## config.mk

```make
export PLATFORM = sky130hd
export DESIGN_NAME = regmax_coord_streamer
export DESIGN_NICKNAME = d
export VERILOG_FILES = /design/src/rtl/regmax_coord_streamer.sv
export SDC_FILE = /design/constraint.sdc
export NUM_CORES = 1
export LEC_CHECK = 0
export CORE_MARGIN = 4
export CORE_UTILIZATION = 55
export CTS_CLUSTER_DIAMETER = 80
export DETAILED_ROUTE_END_ITERATION = 12
export DONT_BUFFER_PORTS = 1
export PLACE_DENSITY = 0.81
export SLEW_MARGIN = 20
export SYNTH_ARGS = -nofsm -noshare
export SYNTH_HDL_FRONTEND = slang
export SYNTH_SLANG_ARGS = --single-unit
export TNS_END_PERCENT = 30
```

## constraint.sdc

```tcl
create_clock -name clk -period 2.8 [get_ports clk]
set_input_delay 0.42 -clock clk [delete_from_list [all_inputs] [get_ports clk]]
set_output_delay 0.42 -clock clk [all_outputs]
set_load 0.02 [all_outputs]
```

## src/rtl/regmax_coord_streamer.sv

```systemverilog
// regmax_coord_streamer
//   Drain side of the regional-maximum result bitmap. On a start pulse the
//   M x N bitmap is copied into a shadow register, scanned row-major one bit
//   per cycle, and the (row, col) of every set bit is streamed out over a
//   valid/ready interface. out_last marks the final coordinate, frame_done
//   pulses for one cycle when the frame is finished.
//
//   Optional feature (macro REGMAX_COORD_COUNT_EN): adds max_count, the
//   number of coordinates handed off in the current/last frame.
//
// Ports
//   clk          rising-edge clock
//   reset        asynchronous active-high reset
//   start        capture-and-stream request (accepted in IDLE only)
//   regmax_image result bitmap, bit [i][j] = row i, column j
//   busy         high whenever the streamer is not idle
//   out_valid    coordinate beat valid
//   out_ready    downstream accepts the beat
//   out_i/out_j  row/column of the current maximum
//   out_last     current beat is the last one of the frame
//   frame_done   one-cycle end-of-frame pulse
//   max_count    (REGMAX_COORD_COUNT_EN only) handshakes in this frame
module regmax_coord_streamer #(
  parameter int M       = 8,
  parameter int N       = 8,
  parameter int I_WIDTH = 3,
  parameter int J_WIDTH = 3
) (
  input  logic                         clk,
  input  logic                         reset,
  input  logic                         start,
  input  logic [M-1:0][N-1:0]          regmax_image,
  output logic                         busy,
  output logic                         out_valid,
  input  logic                         out_ready,
  output logic [I_WIDTH-1:0]           out_i,
  output logic [J_WIDTH-1:0]           out_j,
  output logic                         out_last,
  output logic                         frame_done
`ifdef REGMAX_COORD_COUNT_EN
  ,
  output logic [$clog2(M*N+1)-1:0]     max_count
`endif
);

  typedef enum logic [1:0] {
    IDLE = 2'd0,
    SCAN = 2'd1,
    SEND = 2'd2,
    DONE = 2'd3
  } state_t;

  state_t                r_state;
  logic [M-1:0][N-1:0]   r_shadow;
  logic [I_WIDTH-1:0]    r_i;
  logic [J_WIDTH-1:0]    r_j;

  logic [M-1:0][N-1:0]   w_cleared;
  logic                  w_shadow_empty;
  logic                  w_cleared_empty;
  logic                  w_bit_set;
  logic                  w_j_wrap;
  logic [I_WIDTH-1:0]    w_i_next;
  logic [J_WIDTH-1:0]    w_j_next;

  // Shadow with the currently indexed bit removed: what remains after the
  // coordinate under the scan index has been emitted.
  always_comb begin
    w_cleared            = r_shadow;
    w_cleared[r_i][r_j]  = 1'b0;
  end

  assign w_shadow_empty  = (r_shadow == '0);
  assign w_cleared_empty = (w_cleared == '0);
  assign w_bit_set       = r_shadow[r_i][r_j];

  // Row-major index advance. Never wraps past the last element in a way
  // that matters: the shadow is empty by then and the FSM leaves the scan.
  assign w_j_wrap = (r_j == J_WIDTH'(N - 1));
  assign w_j_next = w_j_wrap ? '0 : r_j + J_WIDTH'(1);
  assign w_i_next = w_j_wrap ? r_i + I_WIDTH'(1) : r_i;

  always_ff @(posedge clk or posedge reset) begin
    if (reset) begin
      r_state    <= IDLE;
      r_shadow   <= '0;
      r_i        <= '0;
      r_j        <= '0;
      busy       <= 1'b0;
      out_valid  <= 1'b0;
      out_i      <= '0;
      out_j      <= '0;
      out_last   <= 1'b0;
      frame_done <= 1'b0;
`ifdef REGMAX_COORD_COUNT_EN
      max_count  <= '0;
`endif
    end else begin
      case (r_state)
        IDLE: begin
          frame_done <= 1'b0;
          if (start) begin
            r_shadow <= regmax_image;
            r_i      <= '0;
            r_j      <= '0;
            busy     <= 1'b1;
            r_state  <= SCAN;
`ifdef REGMAX_COORD_COUNT_EN
            max_count <= '0;
`endif
          end
        end

        SCAN: begin
          if (w_shadow_empty) begin
            frame_done <= 1'b1;
            r_state    <= DONE;
          end else if (w_bit_set) begin
            out_i     <= r_i;
            out_j     <= r_j;
            out_valid <= 1'b1;
            out_last  <= w_cleared_empty;
            r_shadow  <= w_cleared;
            r_state   <= SEND;
          end else begin
            r_i <= w_i_next;
            r_j <= w_j_next;
          end
        end

        SEND: begin
          // Shadow already excludes the beat on the wire, so its emptiness
          // decides whether anything is left to scan.
          if (out_valid && out_ready) begin
            out_valid <= 1'b0;
            out_last  <= 1'b0;
            r_i       <= w_i_next;
            r_j       <= w_j_next;
`ifdef REGMAX_COORD_COUNT_EN
            max_count <= max_count + 1'b1;
`endif
            if (w_shadow_empty) begin
              frame_done <= 1'b1;
              r_state    <= DONE;
            end else begin
              r_state <= SCAN;
            end
          end
        end

        DONE: begin
          frame_done <= 1'b0;
          busy       <= 1'b0;
          r_state    <= IDLE;
        end

        default: begin
          r_state <= IDLE;
          busy    <= 1'b0;
        end
      endcase
    end
  end

endmodule

```

==> metrics.yaml <==
path_max_fanout: 11
ys_seq_elements: 82
antenna_found_initial: 0
synth_flop_cell: "dfrtp_1"
synth-async-reset-ratio_pct: 100
r2r_slack_ps: -40
crit_path_end: "r_i[0]"
period_needed_ps: 2840
fin_util_pct: 70.8
fill_cells: 785
coreArea_sq_mm: 0.00937
cts_tree: "built"
fmax_mhz: 352
routed_wl_mm: 23.2
critPathKind: "reg2reg"
areaGrowthSynthToFinish_pct: 24.0
max_stage_delay_ps: 450
syn-cell-area_sq_mm: 0.00535
syn_avg_cell_area_sq_um: 7.98
grt_pass1_wl_mm: 33.6
crit_start: "r_i[0]"
path_cells: "buf_4, buf_4, nor2b_1, buf_4, a221oi_2, buf_4, o311a_1, o211ai_4, buf_4, o31ai_4, nand3_1, o311ai_1"
grt_max_degree: 60
vias_per_cell: 6.97
grt_pass1_vias: 5726
detail_route.iter0.violations: 849
arrival_ps: 3080
design_area_sq_mm: 0.00663
routedWlPerCell_um: 26.6
maxCapViolations: 0
via_count: 6070
worstPathRequired_ps: 3040
setup_viol: 7
r2r_cells: 12
htreeDepth: 3
gp_congestion: 1.12
hpwl_mm: 16.7
power_density_mw_per_mm2: 1450
track_usage_pct: 39.4
synth_nets: 745
root_buffer: "clkbuf_8"
p_leak_nw: 2.86
rows: 35
num_io_pins: 78
diodes: 0
irDropWorstVdd_mv: 0.659
hold_class: "in2async"
period_share_pct: 101
worstSetupStartpointType: "flop"
first_pass_iters: 7
worstSetupEndpointType: "flop"
yosys_warnings: 0
crit_top_cell: "buf_4"
setup_slack_ps: -39.2
clk_path_buf_depth: 2
r2r_start: "r_i[0]"
slowest_stage: "dfrtp_2"
drc: 0
grt-ovfl-total: 0
synth_edf_count: 0
cts_sinks: 82
yosysSeqAreaShare_pct: 38.4
die_h_um: 107
initial_utilization_pct: 57.1
slew_headroom_pct: 44.5
worstMarginPinSlew_ps: 824
port_buffers: 0
netlist_instances: 670
clk_pin_slew_ps: 90
post_dp_cell_area_sq_mm: 0.00594
violations: "setup timing"
numCtsBuffers: 9
hold_buffers: 0
synth_cell_types: 57
die_w_um: 107
hold_violations: 0
detail-route-antenna-nets: 0
slew_violations: 0
fin_worst_skew_ps: 12.3
regToRegEndpoint: "r_i[0]"
status: "finished with violations"
final_nets: 812
die-area_sq_mm: 0.0114
layout-drive-gt1-share_pct: 27.5
clock_latency_ps: 370
rsz0062_at_grt: "yes"
[cell usage in the layout, fill, tap and decap left out, types with 4 or more instances in the layout]
master / n
a221oi_1: 5
o21ai_1: 17
mux2i_1: 7
a21oi_1: 70
nor4_1: 19
inv_1: 5
buf_6: 6
o21ai_2: 36
dfrtp_1: 79
nand4_1: 19
nand3b_1: 4
ha_1: 7
clkbuf_8: 9
nand2b_1: 4
nor3_1: 9
nor2_1: 19
buf_12: 6
mux2_2: 10
clkbuf_16: 6
nand2_1: 148
o21ai_0: 86
inv_6: 4
nand3_1: 4
a22oi_1: 6
a211oi_1: 4
buf_4: 85
and2_1: 4
[report_power, final]
part           internal [mW]  leakage [nW]  switching (mW)  total (mW)
Combinational           2.68          1.72            3.56        6.24
Sequential              1.69          1.04           0.846        2.53
Clock                  0.342        0.0969           0.514       0.856
[layout make-up]
| type | count | area [sq um] | share of cell area (%) |
|---|---|---|---|
| timing repair buffer | 104 | 1000 | 15.1 |
| clock buffer | 9 | 124 | 1.87 |
| multi-input combinational | 533 | 3200 | 48.2 |
| tap | 129 | 161 | 2.43 |
| clock inverter | 7 | 60.1 | 0.905 |
| sequential | 82 | 2060 | 31.0 |
| inverter | 7 | 31.3 | 0.472 |
[cell usage after synthesis (2+ instances only)]
cell type	instances	area [sq um]
or3b_2	2	17.5
o31ai_1	2	15.0
o21ai_2	17	149
ha_1	7	87.6
nor2b_1	5	31.3
nand3_1	4	20.0
o21ai_1	9	45.0
nor4_1	20	125
inv_1	7	26.3
nor3_1	9	45.0
buf_4	2	15.0
and2_1	5	31.3
mux2_2	10	113
a221oi_1	8	70.1
or3_1	2	12.5
buf_2	6	30.0
nand3b_1	4	30.0
nand4_1	19	119
a22oi_1	9	67.6
o21ai_0	114	571
mux2i_1	7	70.1
a32oi_1	2	17.5
buf_1	2	7.51
o311ai_1	2	17.5
nand2_1	149	559
a211oi_1	4	30.0
buf_6	9	101
o22ai_1	3	18.8
dfrtp_1	82	2050
a21oi_1	70	350
nor2_1	21	78.8
mux4_2	2	45.0
clkbuf_1	29	109
nand2b_1	4	25.0
[sequential cells by signal (all words and copies together), names as in the netlist]
register and count:
r_shadow 64, out_i 3, out_j 3, r_i 3
r_j 3, r_state 2, busy 1, frame_done 1
out_last 1, out_valid 1
[per-layer routing]
metal	track usage (%)	vias to the layer above	wire length, um
met5	0	-	0
met4	22.1	0	1820
met3	9.63	154	2850
met2	59.2	496	9880
met1	52.0	2852	8640
li1	-	2568	-
[kinds of logic (layout without fill, tap and decap cells)]
logic type      count (synthesis)  after routing  share of synthesized area [%]
compound gates                252            252                           27.7
fa+ha+maj                       7              7                           1.64
buf+inv                        55            127                           5.40
mux                            20             20                           4.75
simple gates                  254            254                           22.2
flops                          82             82                           38.4
[worst max-delay path, delay by kind of cell, from the launching register on]
kind / cells / cell delay (ps)
simple gates: 2 / 320
compound gates: 5 / 1110
flops: 1 / 450
buf+inv: 5 / 830
[repair_timing]
| item | in CTS | in global routing |
|---|---|---|
| endpoints found under the setup margin | 78 | 79 |
| pin swaps | 1 | 37 |
| gates resized for setup | 5 | 78 |
| buffers inserted | 3 | 10 |
| cloned | 1 | 8 |
[stage by stage]
| step | hold WS [ps] | total power, mW | TNS (ps) | setup WS [ps] | cells |
|---|---|---|---|---|---|
| 2_1_floorplan | 479 | 5.31 | 0 | 121 | 670 |
| 3_3_place_gp | 410 | 7.05 | -2120 | -62.4 | 833 |
| 3_5_place_dp | 444 | 7.16 | -3490 | -113 | 833 |
| 4_1_cts | 53.5 | 8.24 | 0 | 0.611 | 853 |
| 5_1_grt | 82.3 | 10.0 | -3030 | -188 | 871 |
| 6_report | 29.0 | 9.63 | -83.1 | -39.2 | 871 |
[how the worst min path moves through the flow]
stage                  from      endpoint  slack, ps  cells past startpoint
6_report              reset    r_state[0]         30                      1
5_1_grt               reset    r_state[1]         80                      1
4_1_cts               reset      out_i[1]         50                      1
3_5_place_dp          reset    r_state[0]        440                      1
3_3_place_gp          reset    r_state[0]        410                      1
2_1_floorplan  r_shadow[59]  r_shadow[59]        480                      2
(Power assumes the default switching activity.)
